$ cat src/rtl/multdiv_seq.sv
// Sequential signed 32-bit multiply / divide unit: one bit per cycle, fixed
// 33-cycle latency from start edge to the one-cycle resultRDY pulse.
module multdiv_seq (
  input  logic        clock,
  input  logic        ctrl_reset,
  input  logic [31:0] data_operandA,
  input  logic [31:0] data_operandB,
  input  logic        ctrl_MULT,
  input  logic        ctrl_DIV,
  output logic [31:0] data_result,
  output logic        data_exception,
  output logic        data_resultRDY,
  output logic        busy
);

  typedef enum logic [1:0] {IDLE, MUL, DIV, DONE} state_t;

  state_t      state, state_nxt;
  logic [4:0]  cnt;
  logic        fin;
  logic [31:0] opa, opb;
  logic [63:0] acc, mcand;

  logic        start;
  logic [31:0] mag_a_in, mag_b, quo_s;
  logic [32:0] trial, diff;
  logic        mul_ovf;

  assign start = ctrl_MULT | ctrl_DIV;

  // Divide: acc[63:32] is the partial remainder, acc[31:0] shifts the dividend
  // magnitude out from the top while quotient bits enter at the bottom.
  assign mag_a_in = data_operandA[31] ? (~data_operandA + 32'd1) : data_operandA;
  assign mag_b    = opb[31] ? (~opb + 32'd1) : opb;
  assign trial    = {acc[63:32], acc[31]};
  assign diff     = trial - {1'b0, mag_b};
  assign quo_s    = (opa[31] ^ opb[31]) ? (~acc[31:0] + 32'd1) : acc[31:0];
  assign mul_ovf  = !((&acc[63:31]) || !(|acc[63:31]));

  always_ff @(posedge clock or posedge ctrl_reset) begin
    if (ctrl_reset) state <= IDLE;
    else            state <= state_nxt;
  end

  always_comb begin
    state_nxt      = state;
    data_resultRDY = 1'b0;
    busy           = 1'b0;
    case (state)
      IDLE: if (start) state_nxt = ctrl_MULT ? MUL : DIV;
      MUL, DIV: begin
        busy = 1'b1;
        if (start)    state_nxt = ctrl_MULT ? MUL : DIV;
        else if (fin) state_nxt = DONE;
      end
      DONE: begin
        data_resultRDY = 1'b1;
        if (start) state_nxt = ctrl_MULT ? MUL : DIV;
        else       state_nxt = IDLE;
      end
      default: state_nxt = IDLE;
    endcase
  end

  always_ff @(posedge clock or posedge ctrl_reset) begin
    if (ctrl_reset) begin
      cnt            <= 5'd0;
      fin            <= 1'b0;
      opa            <= 32'd0;
      opb            <= 32'd0;
      acc            <= 64'd0;
      mcand          <= 64'd0;
      data_result    <= 32'd0;
      data_exception <= 1'b0;
    end else if (start) begin
      opa   <= data_operandA;
      opb   <= data_operandB;
      cnt   <= 5'd0;
      fin   <= 1'b0;
      acc   <= ctrl_MULT ? 64'd0 : {32'd0, mag_a_in};
      mcand <= {{32{data_operandA[31]}}, data_operandA};
    end else if ((state == MUL || state == DIV) && !fin) begin
      cnt <= cnt + 5'd1;
      if (cnt == 5'd31) fin <= 1'b1;
      if (state == MUL) begin
        // Multiplier bit 31 carries weight -2^31 in two's complement.
        if (opb[cnt]) acc <= (cnt == 5'd31) ? (acc - mcand) : (acc + mcand);
        mcand <= mcand << 1;
      end else begin
        if (!diff[32]) acc <= {diff[31:0], acc[30:0], 1'b1};
        else           acc <= {trial[31:0], acc[30:0], 1'b0};
      end
    end else if ((state == MUL || state == DIV) && fin) begin
      if (state == MUL) begin
        data_result    <= acc[31:0];
        data_exception <= mul_ovf;
      end else if (opb == 32'd0) begin
        data_result    <= 32'd0;
        data_exception <= 1'b1;
      end else begin
        data_result    <= quo_s;
        data_exception <= (opa == 32'h8000_0000) && (opb == 32'hFFFF_FFFF);
      end
    end
  end

endmodule
$ cat config.mk
export PLATFORM = sky130hd
export DESIGN_NAME = multdiv_seq
export DESIGN_NICKNAME = d
export VERILOG_FILES = /design/src/rtl/multdiv_seq.sv
export SDC_FILE = /design/constraint.sdc
export NUM_CORES = 1
export LEC_CHECK = 0
export BUFFER_PORTS_ARGS = -buffer_cell sky130_fd_sc_hd__buf_2
export CAP_MARGIN = 10
export CORE_UTILIZATION = 60
export CTS_CLUSTER_SIZE = 40
export DETAILED_ROUTE_END_ITERATION = 12
export PLACE_DENSITY = 0.89
export SLEW_MARGIN = 20
export SYNTH_ARGS = -nofsm -noshare
export SYNTH_HDL_FRONTEND = slang
export SYNTH_SLANG_ARGS = --single-unit
$ cat constraint.sdc
create_clock -name clock -period 8.9 [get_ports clock]
set_input_delay 0.445 -clock clock [delete_from_list [all_inputs] [get_ports clock]]
set_output_delay 0.445 -clock clock [all_outputs]
set_load 0.01 [all_outputs]
== After elaboration in Yosys (flattened, before gate mapping) ==
Cells that the tools add are included.
W data, S select, Z words.

* Register bits after elaboration: 233
* Output and inout port bits: 35
* Bits in read-only memories: 0
* Bits in writable memories: 0
* Memories kept: 0
* Latch bits: 0
* Logic and storage cells: 86
* Input port bits: 68

* Shift-type cells: 0
* Bitwise gates (word level): 7
* Equal/unequal tests: 9
* Reductions and logical operators: 21
* Div/mod/pow operators: 0
* $add $sub $neg: 7
* Order comparisons: 1
* Multiplexer cells: 32
* Multiply operators: 0

{| class="wikitable"
|+ Operator list
! kind !! count
|-
| $mux W64 || 9
|-
| $mux W32 || 6
|-
| $add A32 B1 Y32 const B || 3
|-
| $not A32 Y32 || 3
|-
| $add A64 B64 Y64 || 1
|-
| $eq A32 B32 Y1 const B || 2
|-
| $sub A64 B64 Y64 || 1
|-
| $reduce_and A33 Y1 || 1
|-
| $reduce_or A33 Y1 || 1
|-
| $sub A33 B32 Y33 || 1
|-
| $logic_not A32 Y1 || 1
|-
| $mux W2 || 5
|-
| $mux W5 || 2
|-
| $mux W1 || 8
|-
| $reduce_and A2 Y1 || 4
|-
| $lt A5 B6 Y1 const B || 1
|-
| $pmux W2 S3 || 1
|-
| $reduce_bool A2 Y1 || 3
|-
| $add A5 B1 Y5 const B || 1
|-
| $bmux W1 S5 || 1
|-
| $eq A5 B5 Y1 const B || 1
|-
| $eq A2 B2 Y1 const B || 2
|-
| $logic_and A1 B1 Y1 || 3
|-
| $logic_not A1 Y1 || 3
|-
| other kinds (11) || 13
|}

== Logic depth before layout (Yosys ltp) ==
Gate-level depths: netlist of the first run.

* Depth in word-level cells: 8
* Mapped depth: 22
* Depth with buffers taken out: 21

== Least setup slack after synthesis of the first run ==
No wires, ideal clock.

* Path kind: register -> register
* From: register opb[1]
* To: register acc[0]
* Required time: 8,768 ps
* Setup time: 132 ps
* Stages on the path, launching flop included: 21
* Slack: 3,511 ps
* Period minus slack after synthesis: 5,389 ps
* Arrival time: 5,257 ps
* Buffers on the path: 2
* Cell sequence: dfrtp_1 > inv_1 > ha_1 > nand2_1 > or3_4 > nand2b_4 > or3_4 > or3_4 > or4_4 > or4_4 > o21ai_0 > xor2_1 > ha_1 > clkbuf_1 > and4_1 > a31oi_1 > xor2_1 > clkbuf_1 > mux2i_1 > a221oi_1 > a21oi_1

* Cells in the longest elaborated chain, start to end: 8
* Elaborated cells between the ends (all ways): 12
* Classes of those cells: add/sub: 2; eq/ne: 1; mux: 7; bitwise: 1; reduce/logical: 1

{| class="wikitable"
|+ Ends and longest elaborated chain
! element !! line !! source
|-
| start: declaration || 21 || <nowiki>logic [31:0] opa, opb;</nowiki>
|-
| start signal: assignment || 77 || <nowiki>opb <= data_operandB;</nowiki>
|-
| $not A32 Y32 || 34 || <nowiki>assign mag_b = opb[31] ? (~opb + 32'd1) : opb;</nowiki>
|-
| $add A32 B1 Y32 || 34 ||
|-
| $mux W32 || 34 ||
|-
| $sub A33 B32 Y33 || 36 || <nowiki>assign diff = trial - {1'b0, mag_b};</nowiki>
|-
| $mux W64 || 90 || <nowiki>if (!diff[32]) acc <= {diff[31:0], acc[30:0], 1'b1};</nowiki>
|-
| $mux W64 || 85 || <nowiki>if (state == MUL) begin</nowiki>
|-
| $mux W64 || 82 || <nowiki>end else if ((state == MUL || state == DIV) && !fin) begin</nowiki>
|-
| $mux W64 || 75 || <nowiki>end else if (start) begin</nowiki>
|-
| end signal: assignment || 87 || <nowiki>if (opb[cnt]) acc <= (cnt == 5'd31) ? (acc - mcand) : (acc + mcand);</nowiki>
|-
| end signal: assignment || 90 ||
|-
| end signal: assignment || 91 || <nowiki>else acc <= {trial[31:0], acc[30:0], 1'b0};</nowiki>
|-
| end: declaration || 22 || <nowiki>logic [63:0] acc, mcand;</nowiki>
|}

Several ways; a longest one is shown, not always the timed one. The select of a mux whose other input is x is not followed.
A chain may end at the register's enable or synchronous reset.

== Final worst setup path of the first run ==
* From: register cnt[0]
* To: register acc[46]

* Cells in the longest elaborated chain, start to end: 6
* Elaborated cells between the ends (all ways): 10
* Classes of those cells: eq/ne: 2; mux: 7; reduce/logical: 1

{| class="wikitable"
|+ Ends and longest elaborated chain
! element !! line !! source
|-
| start: declaration || 19 || <nowiki>logic [4:0] cnt;</nowiki>
|-
| start signal: assignment || 83 || <nowiki>cnt <= cnt + 5'd1;</nowiki>
|-
| branches (longest 6 deep; another with $bmux W1 S5) || -- ||
|}

Parallel ways; which one is timed is not known. The select of a mux whose other input is x is not followed.

==> results.md, run 1 <==
- The post-route worst hold slack is 0.0536 ns.
- In this run the power density over the cells is 273 nW/µm².
- In the final layout, the share of cells above drive strength 1 is 0.0853.
- The number of hold buffers added after CTS was 0.
- The first-pass detailed-route iteration total is 8.
- Across every metal layer, demand over resource in global routing totals 0.352.
- The via count of the first global-routing pass was 17800.
- Buffers added to address setup during post-CTS repair amount to 0.
- The transition at the pin with the smallest max-transition slack is 1.08 ns.
- The count of flip-flops with a built-in enable after synthesis is 0.
- After clock tree synthesis, the clock-pin slew on the worst setup and hold paths is 0.06 ns.
- After synthesis, the netlist uses 81 different library cells.
- The pin count of the biggest net entering global routing is approximately 150.
- The global-route track usage on met1 is 0.496.
- The share of synthesized area in the top cell type comes to 0.301.
- Static timing analysis puts the maximum clock frequency at ~160 MHz.
- Setup repair after global routing left no endpoint under its margin.
- Data arrives at the worst endpoint at 6.50 ns.
- Counting tap cells, the placed design contains a total of ~2800 instances.
- In this run the tightest slew margin relative to its limit is 0.274.
- The tool flagged a number of max-cap violations equal to 0.
- The total count of hold-check failures in the final report is 0.
- For this configuration, the core starts out at a cell density of 0.612.
- The number of clock sinks seen by CTS is 233.
- The residual overflow from global routing is 0.
- In this run the number of H-tree levels came out at 1.
- Wires add up to about 59000 µm.
- Counting the fill cells in the layout gives 2561.
- IR analysis of the VDD net gives a maximum drop of 0.234 mV.
- The number of synthesized register bits is about 230.
- The height of the die is ~180 µm.
- The tree is rooted in a sky130_fd_sc_hd__clkbuf_16.
- The number of vias per cell is roughly 6.6.
- For this run, global-route usage on met2 was measured as 0.555.
- The end of the worst register-to-register path is acc[46]$_DFFE_PP0P_.
- The largest fanout on the critical path is 64.
- After synthesis, the share of flip-flops with an asynchronous set or reset is 1.00.
- The post-synthesis instance total is 2457.
- The row count is 65.
- The area added between synthesis and finish is 7.83%.
- For this run, the number of Yosys warnings is 0.
- The path depth of the worst reg2reg path is 16.
- The post-synthesis instance area is 19400 µm².
- Sorting the synthesized cells by area gives the leading types as sky130_fd_sc_hd__dfrtp_1 (30%), sky130_fd_sc_hd__nand2_1 (8.3%), sky130_fd_sc_hd__xnor2_1 (6.8%).
- After routing, the total negative slack on setup checks comes to 0 ns.
- Of the available clock period, the critical path in the final layout requires 0.682.
- The worst register-to-register path begins at cnt[0]$_DFFE_PP0P_.
- The number of buffers added on ports is about 100.
- The later pin in the worst-skew pair is clocked with a latency of between 0.5 and 0.6 ns.
- The number of CTS-inserted buffers is 26.
- The area of the placeable core is roughly 32000 µm².
- The met3 routing resource usage after global routing is 0.0415.
- The wire-length estimate of the detail-placed layout is approximately 43000 µm.
- After detailed routing, the number of remaining DRC violations is 0.
- At the end of routability-driven placement, the weighted congestion stood at 1.01.
- The critical path endpoint category is a register.
- The max-slew violation count is 0.
- The static leakage is ~9.3 nW.
- The critical path data required time is 9.33 ns.
- Detailed routing inserted a total of between 15000 and 20000 vias.
- The path class of the tightest hold or removal check is in -> async.
- In this run the register-to-register setup slack is ~2.8 ns.
- The die area is roughly 33000 µm².
- The worst clock skew is 0.0307 ns.
- Once layout is complete, the cells apart from fillers number 2887.
- TritonCTS built the clock tree.
- The utilization of the core after routing is 0.660.
- During I/O placement, the number of pins put on the boundary was 103.
- The floorplan step set the die width to between 150 and 200 µm.
- The number of nets handed over by synthesis was roughly 2600.
- The total setup violations reported at the end of the flow is 0.
- The run finished with clean final reports.
- The busiest layer in global routing is met2.
- The count of nets after finishing is 2639.
- After the first detailed-routing iteration, the DRC count stood at about 1700.
- The kind of start point of the critical path is a register.
- The clock passes through at most 3 buffers.
- The number of resized instances in the post-cts repair step is 0.
- The category of the critical setup timing path is reg -> reg.
- For this run, the leading register cell type out of synthesis is sky130_fd_sc_hd__dfrtp_1.
- The first global-routing pass estimated slightly above 90000 µm of wire.
- In the final routed layout, each cell accounts on average for between 20 and 25 µm.
- Of the synthesized area, sequential elements account for 0.301.
- A synthesized cell averages between 7 and 8 µm².
- The count of nets left with antenna violations once routing finished came out at 0.
- The clock period could shrink to roughly 6 ns.
- The cell taking the most area after synthesis is sky130_fd_sc_hd__dfrtp_1.
- The initial antenna violation count came to 0.
-- logic make-up (layout without fill, tap and decap cells) --
| group | count (synthesis) | after routing | synth area share |
|---|---|---|---|
| buffers and inverters | 191 | 218 | 0.0384 |
| XOR/XNOR | 240 | 240 | 0.109 |
| AO/OA/AOI/OAI | 738 | 738 | 0.234 |
| other | 0 | 1 | 0 |
| adder cells (fa/ha/maj) | 107 | 107 | 0.0699 |
| flip-flops | 233 | 233 | 0.301 |
| multiplexers | 63 | 63 | 0.0388 |
| AND/OR/NAND/NOR | 885 | 885 | 0.209 |
-- power breakdown --
part	switching [W]	total (W)	internal, W	leakage (nW)
clock network	0.000467	0.00109	0.000627	0.430
logic	0.00180	0.00297	0.00117	5.92
registers	0.000382	0.00164	0.00125	2.95
-- routing by layer --
metal  share of wire  routed length, µm  up-vias
li1                -                  -     8833
met1            0.43              25000     9008
met2            0.44              26000      991
met3           0.092               5370      152
met4           0.038               2210        0
met5               0                  0        -
-- layout make-up --
class / instances / area, µm² / area share
antenna: 1 / 2.50 / 0.000120
clock buffer: 38 / 766 / 0.0366
clock inverter: 10 / 97.6 / 0.00467
inverter: 49 / 196 / 0.00940
multi-input combinational: 2033 / 12800 / 0.615
sequential: 233 / 5830 / 0.279
tap: 402 / 503 / 0.0241
timing repair buffer: 121 / 657 / 0.0314
-- worst max path at each step --
| stage | start | to | slack, ns |
|---|---|---|---|
| finish | cnt[0]$_DFFE_PP0P_ | acc[46]$_DFFE_PP0P_ | 2.83 |
| global route | cnt[0]$_DFFE_PP0P_ | acc[46]$_DFFE_PP0P_ | 2.53 |
| CTS | opb[1]$_DFFE_PP0N_ | acc[56]$_DFFE_PP0P_ | 2.92 |
| detailed placement | opb[1]$_DFFE_PP0N_ | acc[56]$_DFFE_PP0P_ | 2.94 |
| global placement | opb[0]$_DFFE_PP0N_ | acc[50]$_DFFE_PP0P_ | 3.13 |
| floorplan | ctrl_reset | acc[0]$_DFFE_PP0P_ | 2.07 |
-- worst max-delay path, stage by stage, from the launching register on --
cell and delay [ns]:
sky130_fd_sc_hd__dfrtp_1 0.73, sky130_fd_sc_hd__ha_1 0.27, sky130_fd_sc_hd__and3_1 0.18, sky130_fd_sc_hd__ha_2 0.17
sky130_fd_sc_hd__buf_4 0.52, sky130_fd_sc_hd__mux2i_1 0.27, sky130_fd_sc_hd__fa_1 0.50, sky130_fd_sc_hd__a211oi_1 0.26
sky130_fd_sc_hd__o21ai_0 0.24, sky130_fd_sc_hd__o21ai_0 0.64, sky130_fd_sc_hd__a21oi_1 0.24, sky130_fd_sc_hd__nor3_1 0.62
sky130_fd_sc_hd__a21oi_1 0.22, sky130_fd_sc_hd__a31oi_1 0.38, sky130_fd_sc_hd__o21ai_0 0.18, sky130_fd_sc_hd__xor2_1 0.18
sky130_fd_sc_hd__a221o_1 0.32
-- sequential cells by signal, indices dropped and copies added (netlist names) --
register / cells
data_result: 32
acc: 64
fin: 1
mcand: 64
cnt: 5
opb: 32
state: 2
opa: 32
data_exception: 1
-- cell usage after synthesis (all sizes together), types with 31 or more instances --
master,n
clkbuf,117
a31oi,46
dfrtp,233
inv,48
ha,105
nor3,42
xnor2,152
a21oi,231
o21ai,206
xor2,88
mux2i,47
nand2,431
nor2,178
nor4,31
a21o,55
-- placed cells by master, fill, tap and decap left out, types with 47 or more instances in the layout --
cell type	n
sky130_fd_sc_hd__nand2_1	431
sky130_fd_sc_hd__dfrtp_1	233
sky130_fd_sc_hd__a21oi_1	229
sky130_fd_sc_hd__o21ai_0	204
sky130_fd_sc_hd__nor2_1	176
sky130_fd_sc_hd__xnor2_1	151
sky130_fd_sc_hd__ha_1	103
sky130_fd_sc_hd__buf_2	102
sky130_fd_sc_hd__xor2_1	87
sky130_fd_sc_hd__a21o_1	55
sky130_fd_sc_hd__inv_1	47
sky130_fd_sc_hd__mux2i_1	47
-- stage by stage --
step / total power [W] / instance area [µm²] / worst slack, ns
2_1_floorplan: 0.00376 / 19400 / 2.07
6_report: 0.00570 / 20900 / 2.83
5_1_grt: 0.00606 / 20900 / 2.53
4_1_cts: 0.00562 / 20900 / 2.92
3_5_place_dp: 0.00451 / 20000 / 2.94
3_3_place_gp: 0.00445 / 20000 / 3.13
Note: power is estimated with default switching activity, not from simulation.
==> run 2: changes to the inputs <==
Settings changed: CORE_UTILIZATION 60 to 57.
Clock period 8.9 ns to 5.1 ns, I/O delays scaled along.
==> run 2 against run 1 <==
Effect of this change: the flow now finishes with violations (negative setup slack); global-route usage grew 1.7 points; critical path depth grew 9; die area grew 5.2%; worst setup slack lost 2.9 ns; power grew 97%; count of clock-buffer cells in the layout shrank 4; via count grew 7.4%; critical endpoint is now acc[34]$_DFFE_PP0P_; highest routed layer unchanged.
==> results.md, run 2 (synthesis gave the netlist of run 1 again) <==
- Setup repair after global routing missed its margin: true (was false).
- The final instance count without filler cells was 3176 (was 2887).
- The total via count in the routed design is 20400 (was 19000).
- The row count was 67 (was 65).
- The total count of hold-check failures in the final report is 0 (unchanged).
- The height of the die is 186 µm (was 182 µm).
- The portion of total power attributed to sequential cells is 0.252 (was 0.287).
- The kind of start point of the critical path is a register (unchanged).
- The initial antenna violation count is 0 (unchanged).
- The internal power consumption is 0.00618 W (was 0.00305 W).
- The largest fanout on the critical path is 6 (was 64).
- The maximum level of the CTS H-tree is 1 (unchanged).
- The number of violations reported at the end of detailed-routing iteration 0 came to 2325 (was 1713).
- The final critical path time including I/O delays and setup came to 5.14 ns (was 6.07 ns).
- Largest regs: acc (64), mcand (64) (unchanged).
- The residual overflow from global routing came to 0 (unchanged).
- The count of placed standard cells including taps was 3044 (was 2838).
- The total setup violations reported at the end of the flow is 3 (was 0).
- The worst clock skew came to 0.0343 ns (was 0.0307 ns).
- The critical path data required time came to 5.56 ns (was 9.33 ns).
- The number of I/O pins is 103 (unchanged).
- The count of nets after finishing is 2884 (was 2639).
- The share of the cycle needed by the critical path after routing is 1.01 (was 0.682).
- The total global routing track utilization came to 0.369 (was 0.352).
- Most frequent cells in the layout: sky130_fd_sc_hd__nand2_1 (428), sky130_fd_sc_hd__dfrtp_1 (233), sky130_fd_sc_hd__a21oi_1 (219) (was sky130_fd_sc_hd__nand2_1 (431), sky130_fd_sc_hd__dfrtp_1 (233), sky130_fd_sc_hd__a21oi_1 (229)).
- The clock tree from TritonCTS is built (unchanged).
- The area of the placeable core is 33500 µm² (was 31600 µm²).
- The achievable clock frequency is 195 MHz (was 165 MHz).
- The max-capacitance violation count is 0 (unchanged).
- The static leakage is 10.6 nW (was 9.31 nW).
- The critical path endpoint category is a register (unchanged).
- The die area is 34700 µm² (was 33000 µm²).
- The slowest cell on the critical path is sky130_fd_sc_hd__dfrtp_1 (unchanged).
- The number of nets with antenna violations after routing is 0 (unchanged).
- The maximum ir drop on the vdd rail is 0.430 mV (was 0.234 mV).
- The setup slack of the critical path after layout is -0.0357 ns (was 2.83 ns).
- The delay of the slowest critical-path stage is 0.40 ns (was 0.73 ns).
- The number of vias per cell is 6.42 (was 6.58).
- The number of buffers on the longest clock path is 3 (unchanged).
- The placed wire-length estimate after detailed placement came to 46700 µm (was 43300 µm).
- The category of the critical setup timing path was reg -> reg (unchanged).
- The ratio of cells with drive above 1 in the final layout is 0.168 (was 0.0853).
- The root buffer cell is sky130_fd_sc_hd__clkbuf_16 (unchanged).
- The most frequent standard cell in the layout excluding fill and tap cells is sky130_fd_sc_hd__nand2_1 (unchanged).
- The checks that failed: negative setup slack.
- The proportion of total power due to net switching is 0.450 (was 0.465).
- The data arrival time of the critical path came to 5.59 ns (was 6.50 ns).
- Status: complete, but fails checks (was complete, no violations).
- The power per standard cell area is 479 nW/µm² (was 273 nW/µm²).
- The overall power of the completed layout is 0.0113 W (was 0.00570 W).
- The max-slew violation count is 0 (unchanged).
- The number of clock sinks seen by CTS is 233 (unchanged).
- The width of the die was 186 µm (was 182 µm).
- The power spent charging and discharging nets is 0.00507 W (was 0.00265 W).
- The total detailed-routing wirelength was 65900 µm (was 58500 µm).
- The transition at the pin with the smallest max-transition slack was 1.00 ns (was 1.08 ns).
- The combinational group share of total power is 0.556 (was 0.521).
- The portion of total power attributed to the clock network was 0.192 (about the same).
- The clock slew at the register clock pins of the worst setup and hold paths came to 0.06 ns (about the same).
- The first-pass detailed-route iteration total came to 7 (was 8).
- The wire length of the first global-routing pass was 104000 µm (was 93600 µm).
- The number of CTS-inserted buffers was 28 (was 26).
- The fill cell total of the finished layout came to 2640 (was 2561).
- The routed wirelength normalized by instance count is 20.8 µm (was 20.3 µm).
- The pin count of the biggest net entering global routing is 151 (was 152).
- The latest clock arrival within the worst-skew pair is 0.58 ns (was 0.57 ns).
- The remaining design rule violation count was 0 (unchanged).
- The worst-case headroom to the max-slew limit is 0.329 (was 0.274).
- The number of buffers added on ports came to 102 (unchanged).
- The effective utilization at floorplan came to 0.578 (was 0.612).
- The via count of the first global-routing pass is 19500 (was 17800).
- The worst hold path class is in -> reg (was in -> async).
- The final antenna diode count is 0 (was 1).
- The routability congestion estimate came to 1.02 (was 1.01).
- The area added between synthesis and finish came to 21.2% (was 7.83%).
==> run 2: cell types whose count changed in the layout (fill, tap and decap cells not counted), sizes merged <==
cell,before,now
bufinv,1,5
clkinvlp,0,3
buf,121,304
clkinv,11,8
clkbuf,38,35
diode,1,0
inv,47,48
dlygate4sd3,0,59
==> run 2: per-stage QoR <==
step	cell area, µm²	setup WS, ns	hold slack, ns	util	setup TNS [ns]
finish	23500	-0.0357	0.0327	0.701	-0.0681
global route	23500	-0.249	0.0380	0.701	-4.91
CTS	23100	-0.0893	0.00843	0.690	-0.689
detailed placement	21300	-0.188	0.442	0.636	-1.23
global placement	21300	-0.0349	0.443	0.636	-0.0991
floorplan	19400	-0.0455	0.360	-	-0.0669
==> run 2: power by group through the flow <==
stage	sequential, W	combinational, W	clock [W]
2_1_floorplan	0.00259	0.00398	0
3_3_place_gp	0.00279	0.00554	0
3_5_place_dp	0.00281	0.00566	0
4_1_cts	0.00279	0.00588	0.00217
5_1_grt	0.00288	0.00676	0.00225
6_report	0.00283	0.00626	0.00216
==> run 2: cell type report <==
type                       count  area [µm²]  share of cell area
tap                          448         561              0.0239
sequential                   233        5830               0.248
timing repair buffer         364        2740               0.117
inverter                      49         188             0.00799
clock inverter                15         224             0.00953
clock buffer                  34         753              0.0321
multi-input combinational   2033       13200               0.562
==> run 2: worst max-delay path: cells and delay by family (launching register included) <==
kind | cells | cell delay, ns
muxes | 1 | 0.19
adders and majority gates | 1 | 0.38
xor gates and xnor gates | 2 | 0.34
AOI/OAI and AO/OA | 6 | 1.20
DFF | 1 | 0.40
buffers and inverters | 6 | 0.87
and+or+nand+nor | 9 | 1.66
==> run 2: worst paths after layout <==
| kind | from | to | slack, ns | cells after the start |
|---|---|---|---|---|
| setup / recovery | opb[1]$_DFFE_PP0N_ | acc[34]$_DFFE_PP0P_ | -0.04 | 25 |
| hold / removal | data_operandA[20] | opa[20]$_DFFE_PP0N_ | 0.03 | 3 |
| setup reg to reg | opb[1]$_DFFE_PP0N_ | acc[34]$_DFFE_PP0P_ | -0.04 | 25 |
| hold reg to reg | opa[8]$_DFFE_PP0N_ | opa[8]$_DFFE_PP0N_ | 0.47 | 2 |
| max in group asynchronous | ctrl_reset | opb[15]$_DFFE_PP0N_ | 3.44 | 4 |
| min in group asynchronous | ctrl_reset | mcand[22]$_DFFE_PP0P_ | 0.39 | 3 |
==> run 2: per-layer routing <==
metal	share of wire	track usage
met5	0	0
met4	0.044	0.147
met3	0.093	0.0470
met2	0.46	0.595
met1	0.40	0.502
==> run 2: what timing repair did <==
item | CTS | global route
hold buffers | 59 | 0
cloned | 1 | 2
endpoints found under the setup margin | 18 | 33
pin swaps | 16 | 32
endpoints found under the hold margin | 94 | 0
setup buffers | 9 | 12
gates resized for setup | 34 | 71
